<file path="src/rtl/uart_pkg.sv">
// Shared UART definitions: parity encodings, receiver state encoding and the
// latched frame configuration. Also used by the PisoReg transmitter.
package uart_pkg;

    localparam logic [1:0] PAR_NONE = 2'b00;
    localparam logic [1:0] PAR_ODD  = 2'b01;
    localparam logic [1:0] PAR_EVEN = 2'b10;

    typedef enum logic [2:0] {
        IDLE,
        START,
        DATA,
        PARITY,
        STOP,
        DONE
    } rx_state_t;

    // Frame format captured at start-bit detection
    typedef struct packed {
        logic [1:0] parity_type;
        logic       stop_bits;
        logic       data_length;
    } rx_cfg_t;

    // Parity type 11 behaves exactly like none
    function automatic logic parity_en(input logic [1:0] p);
        return (p == PAR_ODD) || (p == PAR_EVEN);
    endfunction

endpackage

</file>
<file path="src/rtl/uart_rx_sipo_sync.sv">
// Line synchroniser and start-edge detector for the UART receiver.
// Ports:
//   clk, rst     - baud clock, async active-high reset
//   data_in      - raw serial line
//   idle         - receiver is in IDLE (arming and detection only happen here)
//   s_in         - synchronised line
//   start_det_c  - combinational: armed and line low while idle
module uart_rx_sync #(
    parameter int unsigned SYNC_STAGES = 2
) (
    input  logic clk,
    input  logic rst,
    input  logic data_in,
    input  logic idle,
    output logic s_in,
    output logic start_det_c
);

    logic [SYNC_STAGES-1:0] sync_q;
    logic                   armed_q;

    // Flops reset high so the idle line is not mistaken for a start bit
    always_ff @(posedge clk or posedge rst) begin
        if (rst) begin
            sync_q  <= '1;
            armed_q <= 1'b0;
        end else begin
            sync_q[0] <= data_in;
            for (int i = 1; i < SYNC_STAGES; i++) begin
                sync_q[i] <= sync_q[i-1];
            end
            // Arm only after seeing the line high in IDLE; consume on detection
            if (idle) begin
                if (sync_q[SYNC_STAGES-1]) begin
                    armed_q <= 1'b1;
                end else if (armed_q) begin
                    armed_q <= 1'b0;
                end
            end
        end
    end

    assign s_in        = sync_q[SYNC_STAGES-1];
    assign start_det_c = idle & armed_q & ~s_in;

endmodule

</file>
<file path="src/rtl/uart_rx_sipo.sv">
// Serial-in/parallel-out UART receiver with 16x (OVERSAMPLE) mid-bit sampling.
// Ports:
//   BaudOut      - oversampled baud clock
//   rst          - async active-high reset
//   data_in      - serial line, idles high
//   parity_type  - 00/11 none, 01 odd, 10 even (latched at start)
//   stop_bits    - 0 one, 1 two stop bits (latched at start)
//   data_length  - 0 seven, 1 eight data bits (latched at start)
//   data_out     - received byte, bit 7 = 0 in 7-bit mode
//   rx_active    - frame in progress
//   rx_done      - one-cycle pulse at frame end
//   parity_error - parity mismatch in last frame
//   stop_error   - stop bit sampled low in last frame
module uart_rx_sipo
    import uart_pkg::*;
#(
    parameter int unsigned OVERSAMPLE  = 16,
    parameter int unsigned SYNC_STAGES = 2
) (
    input  logic       BaudOut,
    input  logic       rst,
    input  logic       data_in,
    input  logic [1:0] parity_type,
    input  logic       stop_bits,
    input  logic       data_length,
    output logic [7:0] data_out,
    output logic       rx_active,
    output logic       rx_done,
    output logic       parity_error,
    output logic       stop_error
);

    localparam int unsigned   CW       = $clog2(OVERSAMPLE);
    localparam logic [CW-1:0] CNT_LAST = CW'(OVERSAMPLE - 1);
    localparam logic [CW-1:0] CNT_MID  = CW'(OVERSAMPLE / 2 - 1);

    rx_state_t     state_q, state_d;
    logic [CW-1:0] cnt_q, cnt_d;
    logic [3:0]    bits_q, bits_d;
    logic [7:0]    shift_q, shift_d;
    rx_cfg_t       cfg_q, cfg_d;
    logic          perr_q, perr_d;
    logic          serr_q, serr_d;
    logic [7:0]    data_out_d;
    logic          parity_error_d, stop_error_d, rx_active_d, rx_done_d;
    logic          s_in, start_det_c, sample, par_x;
    logic [3:0]    last_data;

    uart_rx_sync #(.SYNC_STAGES(SYNC_STAGES)) u_sync (
        .clk        (BaudOut),
        .rst        (rst),
        .data_in    (data_in),
        .idle       (state_q == IDLE),
        .s_in       (s_in),
        .start_det_c(start_det_c)
    );

    // Next-state, datapath and registered-output logic
    always_comb begin
        state_d        = state_q;
        cnt_d          = cnt_q + CW'(1);
        bits_d         = bits_q;
        shift_d        = shift_q;
        cfg_d          = cfg_q;
        perr_d         = perr_q;
        serr_d         = serr_q;
        data_out_d     = data_out;
        parity_error_d = parity_error;
        stop_error_d   = stop_error;
        par_x          = 1'b0;
        sample         = (cnt_q == CNT_LAST);
        last_data      = cfg_q.data_length ? 4'd8 : 4'd7;

        case (state_q)
            IDLE: begin
                cnt_d = '0;
                if (start_det_c) begin
                    state_d           = START;
                    cfg_d.parity_type = parity_type;
                    cfg_d.stop_bits   = stop_bits;
                    cfg_d.data_length = data_length;
                    shift_d           = '0;
                    bits_d            = '0;
                    perr_d            = 1'b0;
                    serr_d            = 1'b0;
                end
            end
            START: begin
                // Half-bit check rejects glitches and re-centres the counter
                if (cnt_q == CNT_MID) begin
                    cnt_d   = '0;
                    state_d = s_in ? IDLE : DATA;
                end
            end
            DATA: begin
                if (sample) begin
                    cnt_d   = '0;
                    shift_d = {s_in, shift_q[7:1]};
                    bits_d  = bits_q + 4'd1;
                    if (bits_q + 4'd1 == last_data) begin
                        bits_d  = '0;
                        state_d = parity_en(cfg_q.parity_type) ? PARITY : STOP;
                    end
                end
            end
            PARITY: begin
                if (sample) begin
                    cnt_d   = '0;
                    par_x   = (^shift_q) ^ s_in;
                    perr_d  = (cfg_q.parity_type == PAR_ODD) ? ~par_x : par_x;
                    state_d = STOP;
                end
            end
            STOP: begin
                if (sample) begin
                    cnt_d = '0;
                    if (!s_in) begin
                        serr_d = 1'b1;
                    end
                    if (!cfg_q.stop_bits || bits_q == 4'd1) begin
                        // Leave at mid-stop-bit so a following start edge is caught
                        state_d        = DONE;
                        bits_d         = '0;
                        data_out_d     = cfg_q.data_length ? shift_q : {1'b0, shift_q[7:1]};
                        parity_error_d = perr_q;
                        stop_error_d   = serr_q | ~s_in;
                    end else begin
                        bits_d = bits_q + 4'd1;
                    end
                end
            end
            DONE: begin
                cnt_d   = '0;
                state_d = IDLE;
            end
            default: begin
                cnt_d   = '0;
                state_d = IDLE;
            end
        endcase

        rx_active_d = (state_d == START) || (state_d == DATA) ||
                      (state_d == PARITY) || (state_d == STOP);
        rx_done_d   = (state_d == DONE);
    end

    // State and output registers
    always_ff @(posedge BaudOut or posedge rst) begin
        if (rst) begin
            state_q      <= IDLE;
            cnt_q        <= '0;
            bits_q       <= '0;
            shift_q      <= '0;
            cfg_q        <= '0;
            perr_q       <= 1'b0;
            serr_q       <= 1'b0;
            data_out     <= '0;
            parity_error <= 1'b0;
            stop_error   <= 1'b0;
            rx_active    <= 1'b0;
            rx_done      <= 1'b0;
        end else begin
            state_q      <= state_d;
            cnt_q        <= cnt_d;
            bits_q       <= bits_d;
            shift_q      <= shift_d;
            cfg_q        <= cfg_d;
            perr_q       <= perr_d;
            serr_q       <= serr_d;
            data_out     <= data_out_d;
            parity_error <= parity_error_d;
            stop_error   <= stop_error_d;
            rx_active    <= rx_active_d;
            rx_done      <= rx_done_d;
        end
    end

endmodule

</file>
<file path="config.mk">
export PLATFORM = sky130hd
export DESIGN_NAME = uart_rx_sipo
export DESIGN_NICKNAME = d
export VERILOG_FILES = /design/src/rtl/uart_pkg.sv /design/src/rtl/uart_rx_sipo_sync.sv /design/src/rtl/uart_rx_sipo.sv
export SDC_FILE = /design/constraint.sdc
export NUM_CORES = 1
export LEC_CHECK = 0
export CAP_MARGIN = 25
export CORE_UTILIZATION = 30
export DETAILED_ROUTE_END_ITERATION = 12
export PLACE_DENSITY = 0.56
export SKIP_LAST_GASP = 1
export SYNTH_ARGS = -nofsm -noshare
export SYNTH_HDL_FRONTEND = slang
export SYNTH_SLANG_ARGS = --single-unit
export TNS_END_PERCENT = 20
</file>
<file path="constraint.sdc">
create_clock -name BaudOut -period 7 [get_ports BaudOut]
set_clock_uncertainty 0.15 [all_clocks]
set_input_delay 1.4 -clock BaudOut [delete_from_list [all_inputs] [get_ports BaudOut]]
set_output_delay 1.4 -clock BaudOut [all_outputs]
set_load 0.05 [all_outputs]
</file>
==> metrics.txt <==
status finished with violations; failing checks design-rule violations; worst-path maximum fanout 2; filler instances 677; worst skew pair latency 0.29 ns; Crit-path slowest cell clkdlybuf4s50_1; Slew headroom 65.6%; total chip power 0.000732 W; EDFF count, synth 0; DR vias/cell 4.88; top_reg_cell synth dfrtp_1; Internal 0.000482 W; met3 Use GR 3.24%; asr flop ratio synth 100%; Routability Congestion 0.860; GR met1 Demand/Resource 17.9%; Starting Density 31.6%; die area 7140 um2; clk sink count 40; hold path startpoint u_sync.sync_q[0]; final period utilization 42.8%; Clock transition at path regs 0.08 ns; post-CTS setup buffer count 0; TritonCTS buffer count 5; DIE HEIGHT 84.5 um; final hold vios 0; most frequent cells in the layout 38 x dfrtp_1, 22 x o21ai_0, 21 x nand2_1; Flop pwr share 44.8%; Finish-stage setup viols 0; area leader, netlist dfrtp_1; max incr delay on CP 0.80 ns; met2 layer usage reported by global route 16.8%; post-synthesis mux area share 6.62%; R2R Setup Slk 4.39 ns; sequential area share after synthesis 49.2%; family with the most delay on the worst path buffers and inverters; Root Buffer clkbuf_8; Longest Clk Path Bufs 2; hold endpoint u_sync.sync_q[1]; H-tree depth 2; GR peak layer met1; drt pass-1 iters 8; # DRC 1; Synth Area in Simple Gates 16.0%; total negative slack 0 ns; WP buf/inv 1; crit start category flop; xor and xnor area share after synthesis 6.01%; most common cell after layout, fill and taps aside dfrtp_1; Resized cells post-CTS 0; Max Slew Vio Count 0; final HPWL from detailed placement 2690 um; PortBufs 18; Mapped Cells 209; worst r2r dst rx_active; Leakage 1.01 nW; Mean Syn Cell Area 9.76 um2; Warnings, synthesis 0; pwr/cell area 305 nW/um2; CTS Hold Bufs 0; unrepaired setup endpoints after global routing false; total congestion overflow 0; GRT Total Usage 12.1%; post-synthesis adder-cell area fraction 2.45%; CP Cell Sequence clkdlybuf4s50_1; reg-to-reg startpoint bits_q[0]; Setup crit end kind output pin; Area Growth Syn to Fin 17.7%; critical path type reg -> out; final net count 239; MaxCap Viol Count 0; logic gate share of total power 29.7%; Compound-Gate Fraction of Synth Area 14.2%; Inst Count DP 298; Ports 19; TritonCTS clock tree built; number of global-route vias before repair 1425; Starting DRT DRC Count 76; Tmin final 3.00 ns; routed len/inst 12.7 um; Yosys cell types 43; Worst Tran Pin Value 0.516 ns; ANT cells 0; fin cells 306; Clk network pwr share 25.6%; largest net degree at the start of global routing 41; row count 29; CP Data Arrival Time 1.45 ns; WL final 3880 um; largest family of logic cells by synthesized area simple AND/OR/NAND/NOR gates; core area 6460 um2; first-pass GRT wire length 6840 um; HP Class reg -> reg; syn nets 220; post-route ant nets 0; hold depth 0; Sw Share 34.2%; r2r worst-path depth 7; Die X 84.5 um; Peak supply drop 0.159 mV; Yosys top cell area share 46.6%; #FFs+latches synth 40; FMAX 334 MHz; initial antenna violation count 0; WP data required 5.45 ns; Sw Pwr 0.000250 W; largest cells by area after synthesis dfrtp_1 47%, o21ai_0 5.4%, xnor2_1 5.2%, mux2i_1 4.4%, nand2_1 3.9%; Mapped Area 2040 um2; layout cell share with drive strength beyond 1 9.61%; total number of vias 1494
[metrics by stage]
stage               hold slack, ns  setup slack, ns  utilization [%]  instance area [um2]
finish                       0.207             4.00             37.2                 2400
global route                 0.217             3.94             37.2                 2400
CTS                          0.209             3.99             37.2                 2400
detailed placement           0.197             4.32             35.5                 2290
global placement             0.196             4.32             35.5                 2290
floorplan                    0.195             4.54                -                 2040
[synth_stat cells, drive strengths merged, types with 5 or more instances]
cell type / instances
buf: 5
nor2: 15
xnor2: 12
nand3: 11
inv: 18
nand2: 21
a21oi: 6
mux2i: 9
o21ai: 22
dfrtp: 38
[cell families (layout without fill, tap and decap cells)]
group,Yosys count,after routing
flip-flops,40,40
AO/OA/AOI/OAI,45,45
XOR/XNOR,14,14
AND/OR/NAND/NOR,66,66
multiplexers,13,13
buffers and inverters,27,47
adder cells (fa/ha/maj),4,4
[final cells by class]
| type | count | area (um2) | area share [%] |
|---|---|---|---|
| Clock buffer | 6 | 72.6 | 3.02 |
| Clock inverter | 2 | 35.0 | 1.46 |
| Inverter | 18 | 67.6 | 2.81 |
| Multi-Input combinational cell | 142 | 925 | 38.5 |
| Sequential cell | 40 | 1000 | 41.8 |
| Tap cell | 77 | 96.3 | 4.01 |
| Timing Repair Buffer | 21 | 203 | 8.44 |
[layer usage]
metal	part of all wire, %	routed length [um]	vias up
li1	-	-	757
met4	1.4	53	0
met5	0	0	-
met3	3.6	139	6
met1	54	2110	702
met2	41	1570	29
[flip-flops by register name, indices dropped and copies added (netlist names)]
| register | count |
|---|---|
| u_sync.armed_q | 1 |
| state_q | 3 |
| bits_q | 4 |
| cnt_q | 4 |
| serr_q | 1 |
| shift_q | 8 |
| perr_q | 1 |
| data_out | 8 |
| rx_active | 1 |
| stop_error | 1 |
| u_sync.sync_q | 2 |
| rx_done | 1 |
| parity_error | 1 |
| cfg_q | 4 |
[how the worst max path moves through the flow]
stage	from	to	slack (ns)	cells past startpoint
CTS	data_out[6]	data_out[6]	3.99	1
global route	data_out[6]	data_out[6]	3.94	1
finish	data_out[6]	data_out[6]	4.00	1
global placement	stop_error	stop_error	4.32	1
detailed placement	data_out[6]	data_out[6]	4.32	1
floorplan	rst	bits_q[0]	4.54	1
[power by group through the flow]
stage | combinational, W | clock, W | sequential (W)
floorplan | 0.000196 | 0 | 0.000307
detailed placement | 0.000219 | 0 | 0.000333
finish | 0.000217 | 0.000187 | 0.000328
global route | 0.000245 | 0.000203 | 0.000336
CTS | 0.000221 | 0.000193 | 0.000329
global placement | 0.000216 | 0 | 0.000331
No activity file was read; power rests on OpenSTA's default activity.
